===== src/rtl/instr_sequencer.sv =====
// Fetch/decode/issue controller for an R-type register-file/ALU datapath.
// Legal ALU op: FETCH, DECODE, EXEC, WRITE (4 cycles); illegal op: 2 cycles; HALT is terminal until reset.
module instr_sequencer #(
  parameter int          PC_WIDTH = 8,
  parameter int unsigned START_PC = 0
) (
  input  logic                clk,
  input  logic                reset,
  input  logic                start,
  input  logic [31:0]         imem_data,
  input  logic [31:0]         out_data,
  output logic [PC_WIDTH-1:0] imem_addr,
  output logic                imem_en,
  output logic [3:0]          rs,
  output logic [3:0]          rt,
  output logic [3:0]          rd,
  output logic [3:0]          alu_control,
  output logic                wrReg,
  output logic [31:0]         last_result,
  output logic [15:0]         instr_count,
  output logic [7:0]          illegal_count,
  output logic                busy,
  output logic                halted
);

  typedef enum logic [2:0] {
    S_IDLE, S_FETCH, S_DECODE, S_EXEC, S_WRITE, S_HALT
  } state_t;

  state_t              state_q, state_d;
  logic [PC_WIDTH-1:0] pc_q, pc_d;
  logic [15:0]         sel_q, sel_d;
  logic [31:0]         last_q, last_d;
  logic [15:0]         icnt_q, icnt_d;
  logic [7:0]          ill_q, ill_d;
  logic                en_q, wr_q, busy_q, halted_q;

  logic [3:0] opcode;
  logic       ignored_unused;
  assign opcode         = imem_data[31:28];
  assign ignored_unused = ^imem_data[15:4];

  // sel_q is the decoded IR {rs, rt, rd, funct}; it only reloads on entry to EXEC
  // so the datapath selects stay stable through illegal decodes and HALT.
  always_comb begin
    state_d = state_q;
    pc_d    = pc_q;
    sel_d   = sel_q;
    last_d  = last_q;
    icnt_d  = icnt_q;
    ill_d   = ill_q;
    case (state_q)
      S_IDLE:   if (start) state_d = S_FETCH;
      S_FETCH:  state_d = S_DECODE;
      S_DECODE: begin
        if (opcode == 4'hF) begin
          state_d = S_HALT;
        end else if (opcode == 4'h0 && !imem_data[3]) begin
          state_d = S_EXEC;
          sel_d   = {imem_data[27:16], imem_data[3:0]};
        end else begin
          state_d = S_FETCH;
          pc_d    = pc_q + 1'b1;
          if (ill_q != 8'hFF) ill_d = ill_q + 8'd1;
        end
      end
      S_EXEC:   state_d = S_WRITE;
      S_WRITE: begin
        state_d = S_FETCH;
        last_d  = out_data;
        pc_d    = pc_q + 1'b1;
        if (icnt_q != 16'hFFFF) icnt_d = icnt_q + 16'd1;
      end
      S_HALT:   state_d = S_HALT;
      default:  state_d = S_IDLE;
    endcase
  end

  // Strobes are registered from the next state so every output comes off a flop.
  always_ff @(posedge clk) begin
    if (!reset) begin
      state_q  <= S_IDLE;
      pc_q     <= PC_WIDTH'(START_PC);
      sel_q    <= '0;
      last_q   <= '0;
      icnt_q   <= '0;
      ill_q    <= '0;
      en_q     <= 1'b0;
      wr_q     <= 1'b0;
      busy_q   <= 1'b0;
      halted_q <= 1'b0;
    end else begin
      state_q  <= state_d;
      pc_q     <= pc_d;
      sel_q    <= sel_d;
      last_q   <= last_d;
      icnt_q   <= icnt_d;
      ill_q    <= ill_d;
      en_q     <= (state_d == S_FETCH);
      wr_q     <= (state_d == S_WRITE);
      busy_q   <= (state_d != S_IDLE) && (state_d != S_HALT);
      halted_q <= (state_d == S_HALT);
    end
  end

  assign imem_addr     = pc_q;
  assign imem_en       = en_q;
  assign rs            = sel_q[15:12];
  assign rt            = sel_q[11:8];
  assign rd            = sel_q[7:4];
  assign alu_control   = sel_q[3:0];
  assign wrReg         = wr_q;
  assign last_result   = last_q;
  assign instr_count   = icnt_q;
  assign illegal_count = ill_q;
  assign busy          = busy_q;
  assign halted        = halted_q;

endmodule


===== config.mk =====
export PLATFORM = sky130hd
export DESIGN_NAME = instr_sequencer
export DESIGN_NICKNAME = d
export VERILOG_FILES = /design/src/rtl/instr_sequencer.sv
export SDC_FILE = /design/constraint.sdc
export NUM_CORES = 1
export LEC_CHECK = 0
export BUFFER_PORTS_ARGS = -buffer_cell sky130_fd_sc_hd__buf_2
export CAP_MARGIN = 25
export CELL_PAD_IN_SITES_DETAIL_PLACEMENT = 0
export CELL_PAD_IN_SITES_GLOBAL_PLACEMENT = 1
export CORE_ASPECT_RATIO = 1.25
export CORE_MARGIN = 3
export CORE_UTILIZATION = 36
export CTS_BUF_LIST = sky130_fd_sc_hd__clkbuf_4
export CTS_CLUSTER_DIAMETER = 80
export DETAILED_ROUTE_END_ITERATION = 10
export PLACE_DENSITY_LB_ADDON = 0.25
export SLEW_MARGIN = 20
export SYNTH_ARGS = -nofsm -noshare
export SYNTH_HDL_FRONTEND = slang
export SYNTH_SLANG_ARGS = --single-unit

===== constraint.sdc =====
create_clock -name clk -period 2 [get_ports clk]
set_input_delay 0.4 -clock clk [delete_from_list [all_inputs] [get_ports clk]]
set_output_delay 0.4 -clock clk [all_outputs]
set_load 0.02 [all_outputs]

# Yosys cells after proc, flatten, opt, wreduce, memory -nomap -nowiden

Cells that the tools add are included.

Bits of input ports: 67
Word-level logic and storage cells: 47
Flip-flop bits (word level): 87

Multiplexer cells: 7
Reductions and logical operators: 11
Bitwise gates (word level): 2
Equality and inequality tests: 14
$add $sub $neg: 3

Operators with widths:

| cell                                                                  | number |
|---|---|
| 3-bit one-hot mux with 6 select lines                                 | 1 |
| 16-bit by 1-bit adder with 16-bit output, second input constant       | 1 |
| 8-bit by 1-bit adder with 8-bit output, second input constant         | 2 |
| 8-bit two-way mux                                                     | 2 |
| 16-bit inequality test, second input constant                         | 1 |
| 8-bit one-hot mux with 2 select lines                                 | 1 |
| 3-bit equality test, second input constant                            | 4 |
| 8-bit inequality test, second input constant                          | 1 |
| 3-bit by 1-bit equality test with 1-bit output, second input constant | 2 |
| 3-bit by 2-bit equality test with 1-bit output, second input constant | 2 |
| 3-bit two-way mux                                                     | 2 |
| 3-bit AND reduction                                                   | 2 |
| 4-bit equality test, second input constant                            | 1 |
| 4-bit zero test                                                       | 1 |
| 2-bit inequality test, second input constant                          | 2 |
| 4-bit AND reduction                                                   | 1 |
| 3-bit zero test                                                       | 1 |
| 3-bit inequality test, second input constant                          | 1 |
| 3-bit nonzero test                                                    | 1 |
| 1-bit logical AND                                                     | 2 |
| 2-bit two-way mux                                                     | 1 |
| 1-bit NOT                                                             | 2 |
| 2-bit AND reduction                                                   | 1 |
| 2-bit nonzero test                                                    | 1 |
| 1-bit zero test                                                       | 1 |

# Logic depth before layout (Yosys ltp)

Word-level depth: 7
Gate-level depth with buffers: 7
Mapped depth without buffers: 4

# Worst setup path before layout

No wires, ideal clock.

Path type: in2reg
From: in imem_data[3]
To: reg sel_q[10]
Slack: 0.209 ns
Arrival: 1.663 ns
Path buffers: 2
Stages on the path: 6
Cells stage by stage: or4_4 nor3b_2 buf_6 buf_12 mux2i_1 nor2_1

Word-level cells in the longest chain between the ends: 3

Ends and longest elaborated chain:

| what                                 | line | RTL |
|---|---|---|
| from (decl)                          | 10   | `input logic [31:0] imem_data,` |
| 1-bit zero test                      | 58   | `end else if (opcode == 4'h0 && !imem_data[3]) begin` |
| 1-bit logical AND                    | 58   |  |
| 3-bit AND reduction (no source line) | --   |  |
| to (signal assigned)                 | 95   | `sel_q <= sel_d;` |
| to (decl)                            | 32   | `logic [15:0] sel_q, sel_d;` |

Every way passes these cells.
A chain may end at the register's enable or synchronous reset.

# Worst setup path after layout

From: reg state_q[1]
To: reg ill_q[7] (netlist: illegal_count[7])

Word-level cells in the longest chain between the ends: 2

Ends and longest elaborated chain:

| what                                           | line | RTL |
|---|---|---|
| from (decl)                                    | 30   | `state_t state_q, state_d;` |
| from (signal assigned)                         | 93   | `state_q <= state_d;` |
| 3-bit by 2-bit equality test with 1-bit output | 52   | `case (state_q)` |
| 4-bit AND reduction (no source line)           | --   |  |
| to (signal assigned)                           | 98   | `ill_q <= ill_d;` |
| to (decl)                                      | 35   | `logic [7:0] ill_q, ill_d;` |

Every way passes these cells.

==> impl_metrics.tcl <==
set metrics [dict create \
    setup_violations 0 \
    cts_inserted_buffers 9 \
    ys_ff_latch 87 \
    clkTransAtPathRegs_ns 0.13 \
    rows 41 \
    cts_tree "done" \
    drt-pass1-iter-count 4 \
    io_buffers 138 \
    cts_max_level 3 \
    die_w_um 97.52 \
    cp.arrival_ns 2.12 \
    crit_path_end_kind "flip-flop" \
    initialDrtViolationCount 115 \
    slew_viol_final 0 \
    syn_avg_cell_area_um2 8.724 \
    cts.sinks 87 \
    yosys.area.top_type "dfxtp_1" \
    gp_congestion 0.6997 \
    synth_ff_type "dfxtp_1" \
    critPathKind "reg2reg" \
    fill_cells 1060 \
    stdcell_area_mm2 0.004770 \
    synthesis.nets 502 \
    drv_cap 0 \
    core_mm2 0.01016 \
    start_kind "flip-flop" \
    cp_data_required_time_ns 2.32 \
    skew_ns 0.009932 \
    vdd_ir_drop_max_mv 0.3550 \
    clk_path_buf_depth 2 \
    drive_above_1_share_pct 32.12 \
    synth_edf_count 0 \
    grt_pass1_vias 3363 \
    setup_tns_ns 0 \
    postCtsSetupRepairBufs 0 \
    placed_cell_area_mm2 0.004661 \
    hold_viol 0 \
    avgViaCountPerCell 4.962 \
    yosys.cell_types.count 47 \
    grt_usage_pct 16.44 \
    final_antenna_net_count 0 \
    pin_count 151 \
    status "finished clean" \
    area_growth_pct 26.56 \
    route.detailed.drc 0 \
    syn-cell-area_mm2 0.003769 \
    critPathMaxFanout 22 \
    rsz0062_at_grt "no" \
    ctsHoldBuffers 0 \
    yosys.cell_count.top_type "nand2_1" \
    final_nets 642 \
    finalWirelength_um 9593 \
    synth.area.top_cells "dfxtp_1 46%, nand2_1 9.6%, mux2i_1 9.0%, a21oi_1 6.9%, nand2b_1 2.7%" \
    yosysTopAreaCellShare_pct 46.22 \
    period_minus_slack_ns 1.793 \
    antenna_found_initial 1 \
    grt_max_degree 56 \
    cts_root_buf "clkbuf_4" \
    synthArstFlopShare_pct 0 \
    worstMarginPinSlew_ns 0.3997 \
    grt_pass1_wl_um 15860 \
    gr-total-overflow 0 \
    power_density_mw_per_mm2 586.2 \
    dieArea_mm2 0.01174 \
    min_path_type "in2reg" \
    vias 3503 \
    routedWlPerCell_um 13.59 \
    max_freq_mhz 557.8 \
    cts_resized 0 \
    insertion_delay_ns 0.42 \
    slew_headroom_pct 73.35 \
    dp_hpwl_um 6879 \
    total_power_uw 2796 \
    synthTopCellsByCount "96 x nand2_1, 87 x dfxtp_1, 52 x a21oi_1" \
    power.leakage_uw 0.002037 \
    die_y_um 120.4 \
    yosys_warnings 0 \
    period_share_pct 89.64 \
    ys_seq_area_share_pct 46.22 \
    start_util_pct 37.10 \
    netlist_instances 432 \
]
-- cells by family (layout without fill, tap and decap cells) --
family / after synthesis / in the layout / share of synthesized area [%]
simple gates: 193 / 193 / 25.86
other cells: 0 / 1 / 0
compound gates: 82 / 82 / 13.15
flops: 87 / 87 / 46.22
mux: 34 / 34 / 9.031
fa+ha+maj: 3 / 3 / 0.9961
buf+inv: 33 / 177 / 4.747
-- worst paths after layout --
kind,end,slack [ns],from,cells after the start
max,illegal_count[7]$_SDFFE_PN0P_,0.21,state_q[1]$_SDFF_PN0_,5
min,last_result[19]$_SDFFE_PN0P_,0.19,out_data[19],3
max reg2reg,illegal_count[7]$_SDFFE_PN0P_,0.21,state_q[1]$_SDFF_PN0_,5
min reg2reg,sel_q[3]$_SDFFE_PN0P_,0.45,sel_q[3]$_SDFFE_PN0P_,2
-- cell type report --
cell class                 instances  area, µm²  area share, %
antenna                            1      2.502        0.05247
clock buffer                       9      67.56          1.417
sequential                        87       1742          36.52
tap                              129      161.4          3.384
clock inverter                     6      38.79         0.8132
timing repair buffer             159      885.9          18.57
inverter                           3      11.26         0.2361
multi-input combinational        312       1861          39.01
-- state kept, by name, indices dropped and copies added, names as in the netlist --
| name | count |
|---|---|
| busy | 1 |
| last_result | 32 |
| state_q | 3 |
| sel_q | 16 |
| imem_en | 1 |
| wrReg | 1 |
| imem_addr | 8 |
| illegal_count | 8 |
| instr_count | 16 |
| halted | 1 |
-- routing by layer --
layer	global-route usage (%)	vias up	wire, µm
met5	0	-	0
met4	6.753	0	190
met3	5.193	16	669
met2	26.72	94	4553
met1	20.17	1615	4179
li1	-	1778	-
-- worst max-delay path, stage by stage, from the launching register on --
cell and delay (ns):
dfxtp_1 0.38, nor3b_4 0.22, o211ai_2 0.13, buf_12 0.18, or4b_2 0.64, o211a_1 0.14
-- stage by stage --
stage	setup slack (ns)	hold slack, ns	util [%]	instances
finish	0.2072	0.1926	46.96	706
CTS	0.1960	0.1479	46.93	705
detailed placement	0.08634	0.4424	45.89	690
global route	0.1091	0.1368	46.96	706
global placement	0.09113	0.4285	45.89	690
floorplan	0.2089	0.5087	-	432
-- power by group --
group          leakage, µW  switching, µW  total [µW]  internal (µW)
clock            0.0000592            582         827            245
sequential        0.000702           11.2        1760           1750
combinational      0.00128            115         210           94.2
-- cell usage in the layout (no fill, tap or decap), types with 5 or more instances in the layout --
cell type / Yosys / routed
a21oi_1: 52 / 52
and3_1: 5 / 5
buf_2: 7 / 138
buf_4: 0 / 18
clkbuf_4: 0 / 9
dfxtp_1: 87 / 87
mux2i_1: 34 / 34
nand2_1: 96 / 96
nand2b_1: 16 / 16
nand3_1: 11 / 11
nand4_1: 7 / 7
nor2_1: 21 / 21
nor3_1: 5 / 5
o21ai_0: 7 / 7
or4_1: 7 / 7
No activity file was read; power rests on OpenSTA's default activity.
